**src/rtl/keccak_arb.sv**
```systemverilog
// Round-robin arbiter/sequencer sharing one keccak core among four hash consumers.
// Optional KECCAK_ARB_PRIO0_EN: requester 0 gets strict priority, 1-3 round-robin.
module keccak_arb #(
  parameter int unsigned NREQ = 4
) (
  input  logic           i_clk,
  input  logic           i_rstn,
  input  logic [3:0]     i_req,
  input  logic [7:0]     i_req_mode,
  input  logic [255:0]   i_req_ibytes,
  input  logic [3:0]     i_req_ibytes_valid,
  input  logic [43:0]    i_req_ibytes_len,
  input  logic [39:0]    i_req_obytes_len,
  output logic [3:0]     o_gnt,
  output logic [1:0]     o_gnt_id,
  output logic           o_busy,
  output logic [3:0]     o_req_ibytes_ready,
  output logic [63:0]    o_req_obytes,
  output logic [3:0]     o_req_obytes_valid,
  output logic [3:0]     o_req_obytes_done,
  output logic [1:0]     o_kc_mode,
  output logic [63:0]    o_kc_ibytes,
  output logic           o_kc_ibytes_valid,
  output logic [10:0]    o_kc_ibytes_len,
  output logic [9:0]     o_kc_obytes_len,
  input  logic           i_kc_ibytes_ready,
  input  logic [63:0]    i_kc_obytes,
  input  logic           i_kc_obytes_valid,
  input  logic           i_kc_obytes_done
);

  typedef enum logic [1:0] {
    IDLE    = 2'd0,
    BUSY    = 2'd1,
    RELEASE = 2'd2
  } state_t;

  state_t      r_state, w_state_nxt;
  logic [1:0]  r_rr_ptr;
  logic [3:0]  r_gnt;
  logic [1:0]  r_gnt_id;
  logic [1:0]  r_kc_mode;
  logic [10:0] r_kc_ibytes_len;
  logic [9:0]  r_kc_obytes_len;

  logic        w_found;
  logic [1:0]  w_win;
  logic [1:0]  w_idx;
  logic        w_busy;

  assign w_busy = (r_state == BUSY);

  // First asserted request at or after r_rr_ptr, wrapping mod 4.
  always_comb begin
    w_found = 1'b0;
    w_win   = '0;
    w_idx   = '0;
`ifdef KECCAK_ARB_PRIO0_EN
    if (i_req[0]) begin
      w_found = 1'b1;
      w_win   = '0;
    end else begin
      for (int unsigned i = 0; i < NREQ; i++) begin
        w_idx = r_rr_ptr + 2'(i);
        if (!w_found && (w_idx != 2'd0) && i_req[w_idx]) begin
          w_found = 1'b1;
          w_win   = w_idx;
        end
      end
    end
`else
    for (int unsigned i = 0; i < NREQ; i++) begin
      w_idx = r_rr_ptr + 2'(i);
      if (!w_found && i_req[w_idx]) begin
        w_found = 1'b1;
        w_win   = w_idx;
      end
    end
`endif
  end

  always_comb begin
    w_state_nxt = r_state;
    case (r_state)
      IDLE:    if (w_found) w_state_nxt = BUSY;
      BUSY:    if (i_kc_obytes_done) w_state_nxt = RELEASE;
      RELEASE: w_state_nxt = IDLE;
      default: w_state_nxt = IDLE;
    endcase
  end

  always_ff @(posedge i_clk) begin
    if (!i_rstn) begin
      r_state         <= IDLE;
      r_rr_ptr        <= '0;
      r_gnt           <= '0;
      r_gnt_id        <= '0;
      r_kc_mode       <= '0;
      r_kc_ibytes_len <= '0;
      r_kc_obytes_len <= '0;
    end else begin
      r_state <= w_state_nxt;
      if (r_state == IDLE && w_found) begin
        r_gnt           <= 4'b0001 << w_win;
        r_gnt_id        <= w_win;
        r_kc_mode       <= i_req_mode[{w_win, 1'b0} +: 2];
        r_kc_ibytes_len <= i_req_ibytes_len[w_win * 11 +: 11];
        r_kc_obytes_len <= i_req_obytes_len[w_win * 10 +: 10];
      end
      if (w_busy && i_kc_obytes_done) begin
        r_gnt <= '0;
`ifdef KECCAK_ARB_PRIO0_EN
        if (r_gnt_id != 2'd0) r_rr_ptr <= r_gnt_id + 2'd1;
`else
        r_rr_ptr <= r_gnt_id + 2'd1;
`endif
      end
    end
  end

  always_comb begin
    o_kc_ibytes        = i_req_ibytes[{r_gnt_id, 6'b0} +: 64];
    o_kc_ibytes_valid  = 1'b0;
    o_req_ibytes_ready = '0;
    o_req_obytes_valid = '0;
    o_req_obytes_done  = '0;
    if (w_busy) begin
      o_kc_ibytes_valid            = i_req_ibytes_valid[r_gnt_id];
      o_req_ibytes_ready[r_gnt_id] = i_kc_ibytes_ready;
      o_req_obytes_valid[r_gnt_id] = i_kc_obytes_valid;
      o_req_obytes_done[r_gnt_id]  = i_kc_obytes_done;
    end
  end

  assign o_gnt           = r_gnt;
  assign o_gnt_id        = r_gnt_id;
  assign o_busy          = w_busy;
  assign o_req_obytes    = i_kc_obytes;
  assign o_kc_mode       = r_kc_mode;
  assign o_kc_ibytes_len = r_kc_ibytes_len;
  assign o_kc_obytes_len = r_kc_obytes_len;

endmodule

```
**config.mk**
```make
export PLATFORM = sky130hd
export DESIGN_NAME = keccak_arb
export DESIGN_NICKNAME = d
export VERILOG_FILES = /design/src/rtl/keccak_arb.sv
export SDC_FILE = /design/constraint.sdc
export NUM_CORES = 1
export LEC_CHECK = 0
export CORE_AREA = 5 5 228 230
export DETAILED_ROUTE_END_ITERATION = 6
export DIE_AREA = 0 0 233 235
export GPL_TIMING_DRIVEN = 0
export PLACE_DENSITY_LB_ADDON = 0.12
export SLEW_MARGIN = 10
export SYNTH_ARGS = -nofsm -noshare
export SYNTH_HDL_FRONTEND = slang
export SYNTH_SLANG_ARGS = --single-unit
export TNS_END_PERCENT = 30
```
**constraint.sdc**
```tcl
create_clock -name i_clk -period 4.95 [get_ports i_clk]
set_input_delay 0.99 -clock i_clk [delete_from_list [all_inputs] [get_ports i_clk]]
set_output_delay 0.99 -clock i_clk [all_outputs]
set_load 0.03 [all_outputs]
```
==> key figures <==
Min path
  – Hold Path Class: reg -> reg

Logic synthesis
  – Async set-reset flop share out of synthesis: 0
  – #FFs+latches synth: 33
  – Mapped Avg Cell Area: 9.333 µm²
  – Count of cell types in the netlist: 39
  – Syn nets: 906
  – EDFF count, synth: 0
  – Sequential fraction of the synthesis area: 0.1484
  – Synth Cell Area: between 4000 and 5000 µm²
  – Top_reg_cell synth: dfxtp_1
  – Synth warnings: 0
  – Post-Synthesis Cells: roughly 480

Timing
  – Hold Vio Cnt, Final: 0
  – Worst-margin pin slew: around 700 ps
  – Hold slack: 460.0 ps
  – Max Freq: approximately 250 MHz
  – Worst slew margin: 0.5247
  – RSZ-0062 raised after global routing: false
  – Slew Limit Fails: 0
  – Total negative slack: 0 ps
  – Final setup violating endpoints: 0
  – Crit share post-route: 0.8107
  – Minimum clock period: 4013 ps
  – Clock skew: 6.224 ps

Critical path
  – Slowest-stage cell, CP: clkdlybuf4s50_1
  – Crit Path Max Fanout: 10
  – Worst path arrival time: 3020 ps
  – WS Path Type: reg -> out
  – Worst Setup End Kind: primary output
  – Max incr delay on CP: 650 ps
  – Buf+Inv Stages, Crit Path: 4
  – Cells along the critical path: buf_2 > buf_1 > inv_1 > ha_1 > and3_1 > clkdlybuf4s50_1
  – Worst path required time: approximately 4000 ps
  – CP top delay family: buffers and inverters
  – Crit start category: flop

Detailed routing
  – Pre-antenna DRT Iters: 4
  – DRC viols: 0
  – Vias per cell: approximately 3.7
  – Final ANT Viol Nets: 0
  – Via Count: 6246
  – Drt total wl: 42400 µm
  – DR WL/cell: 25.08 µm
  – Initial DRC Count: 266

Placed design
  – Routability cong.: 0.8752
  – I/O Buffers: 530
  – Dpl hpwl: 37270 µm

CTS
  – H-tree depth: 2
  – Cts repair resizes: 0
  – CTS root buffer: clkbuf_16
  – Clock buffer depth: 2
  – Post-CTS setup buffers: 0
  – CTS clk-pin slew, worst paths: 60 ps
  – CTS buffer count: 5
  – Clock Latency Late Sink: 290 ps
  – TritonCTS clock tree: yes
  – Hold_buf cts: 0
  – TritonCTS Sinks: 33

Power and ir drop
  – NetSw: 809.2 µW
  – Sequential power share: 0.156
  – Comb pwr share: 0.651
  – Clk pwr share: 0.193
  – Pint: 1213 µW
  – Pwr dens: 187.6 nW/µm²
  – Static leakage: 0.003836 µW
  – Net Sw Frac: 0.4001
  – Max VDD drop: 0.0001389 V

Die
  – Initial core utilization: 0.08965
  – Chip height: 235 µm
  – I/O pin count: 596
  – DIE WIDTH: 233 µm
  – Core Region: 49660 µm²
  – Row Count: 82
  – Die ar.: 54760 µm²

Global routing
  – GR Overflow Total: 0
  – Total GRT Usage: 0.1443
  – First-pass GRT wire length: 56570 µm
  – Vias in the first global route: 6659
  – Largest net degree at the start of global routing: 11
  – Initial antenna violation count: 7

Job
  – Max-capacitance violation count: 0

Finish
  – Nets: 1443
  – Final core utilization: 0.2171
  – Filler cells: 5531
  – Area grow syn2layout: 142.2%
  – Multi-input gate area: 3049 µm²
  – Layout cells sized above 1: 0.1626
  – Register area: approximately 660 µm²

Run status
  – Outcome: completed
stage by stage:
stage	std cells	instance area, µm²	power, µW	setup slack [ps]
2_1_floorplan	477	4452	935.1	2125
5_1_grt	1688	10770	2120	694.2
3_3_place_gp	1679	10600	1665	1084
3_5_place_dp	1679	10600	1662	1084
4_1_cts	1687	10770	2073	760.1
6_report	1691	10780	2022	936.9
worst paths after layout:
check	slack (ps)	from	end	depth (start not counted)
hold / removal	460	o_gnt[3]$_SDFFE_PP0P_	o_gnt[3]$_SDFFE_PP0P_	2
hold reg to reg	460	o_gnt[3]$_SDFFE_PP0P_	o_gnt[3]$_SDFFE_PP0P_	2
setup reg to reg	2630	o_gnt_id[1]$_SDFFE_PN0P_	r_rr_ptr[1]$_SDFFE_PN0P_	6
setup / recovery	940	o_gnt_id[1]$_SDFFE_PN0P_	o_req_ibytes_ready[1]	6
worst min-delay path: stages (launching register included):
cell	delay, ps
dfxtp_1	310
nand2_1	50
a21oi_1	50
synthesized netlist by cell type, types with 2 or more instances:
| cell type | n | area [µm²] |
|---|---|---|
| and2_1 | 2 | 12.51 |
| dfxtp_1 | 33 | 660.6 |
| mux4_2 | 65 | 1464 |
| nor2_1 | 7 | 26.28 |
| a21boi_0 | 2 | 15.01 |
| nand2_1 | 54 | 202.7 |
| nor2b_1 | 4 | 25.02 |
| buf_1 | 3 | 11.26 |
| and3_1 | 36 | 225.2 |
| buf_6 | 2 | 22.52 |
| clkbuf_1 | 23 | 86.33 |
| inv_1 | 4 | 15.01 |
| o21a_1 | 4 | 30.03 |
| a21oi_1 | 4 | 20.02 |
| buf_2 | 20 | 100.1 |
| a31oi_1 | 23 | 143.9 |
| mux2i_1 | 2 | 20.02 |
| o211ai_1 | 25 | 187.7 |
| o21bai_1 | 2 | 15.01 |
| a211oi_1 | 47 | 352.8 |
| buf_4 | 67 | 503.0 |
| ha_1 | 4 | 50.05 |
| o21ai_0 | 25 | 125.1 |
| a211o_1 | 2 | 17.52 |
| nand2b_1 | 3 | 18.77 |
layout make-up:
type | instances | share of cell area
repair buffers | 530 | 0.4921
multi-input cells | 324 | 0.2828
well taps | 672 | 0.07799
plain buffers | 115 | 0.06708
flip-flops and latches | 33 | 0.06128
clock buffers | 7 | 0.01323
clock inverters | 1 | 0.002786
inverters | 5 | 0.001741
diodes | 4 | 0.0009285
registers in the layout, summed over array words and instances, names as in the netlist:
| signal | flops |
|---|---|
| o_gnt | 4 |
| o_gnt_id | 2 |
| o_kc_ibytes_len | 11 |
| o_kc_mode | 2 |
| o_kc_obytes_len | 10 |
| r_rr_ptr | 2 |
| r_state | 2 |
power by group through the flow:
stage          clock network (µW)  registers (µW)  logic, µW
2_1_floorplan                   0             372        563
3_3_place_gp                    0             322       1340
3_5_place_dp                    0             322       1340
4_1_cts                       407             317       1350
5_1_grt                       413             319       1390
6_report                      390             316       1320
cells by family after synthesis:
group | count (synthesis) | share of synthesized area
compound gates | 139 | 0.2128
fa+ha+maj | 4 | 0.01124
buf+inv | 120 | 0.1667
flops | 33 | 0.1484
mux | 67 | 0.3333
simple gates | 114 | 0.1276
per-layer routing:
layer | global-route usage | routed length, µm | part of all wire | vias up
met2 | 0.2671 | 21880 | 0.52 | 292
li1 | - | - | - | 2881
met3 | 0.04153 | 3368 | 0.079 | 14
met5 | 0 | 29 | 0.00068 | -
met4 | 0.01003 | 100 | 0.0024 | 6
met1 | 0.1722 | 17030 | 0.40 | 3053
placed cells by master, fill, tap and decap left out, types with 5 or more instances in the layout:
master	n
clkdlybuf4s50_1	530
buf_4	67
mux4_2	65
nand2_1	54
a211oi_1	47
and3_1	36
dfxtp_1	33
o211ai_1	25
o21ai_0	25
clkbuf_1	24
a31oi_1	23
buf_2	20
nor2_1	7
clkbuf_16	5
No activity file was read; power rests on OpenSTA's default activity.
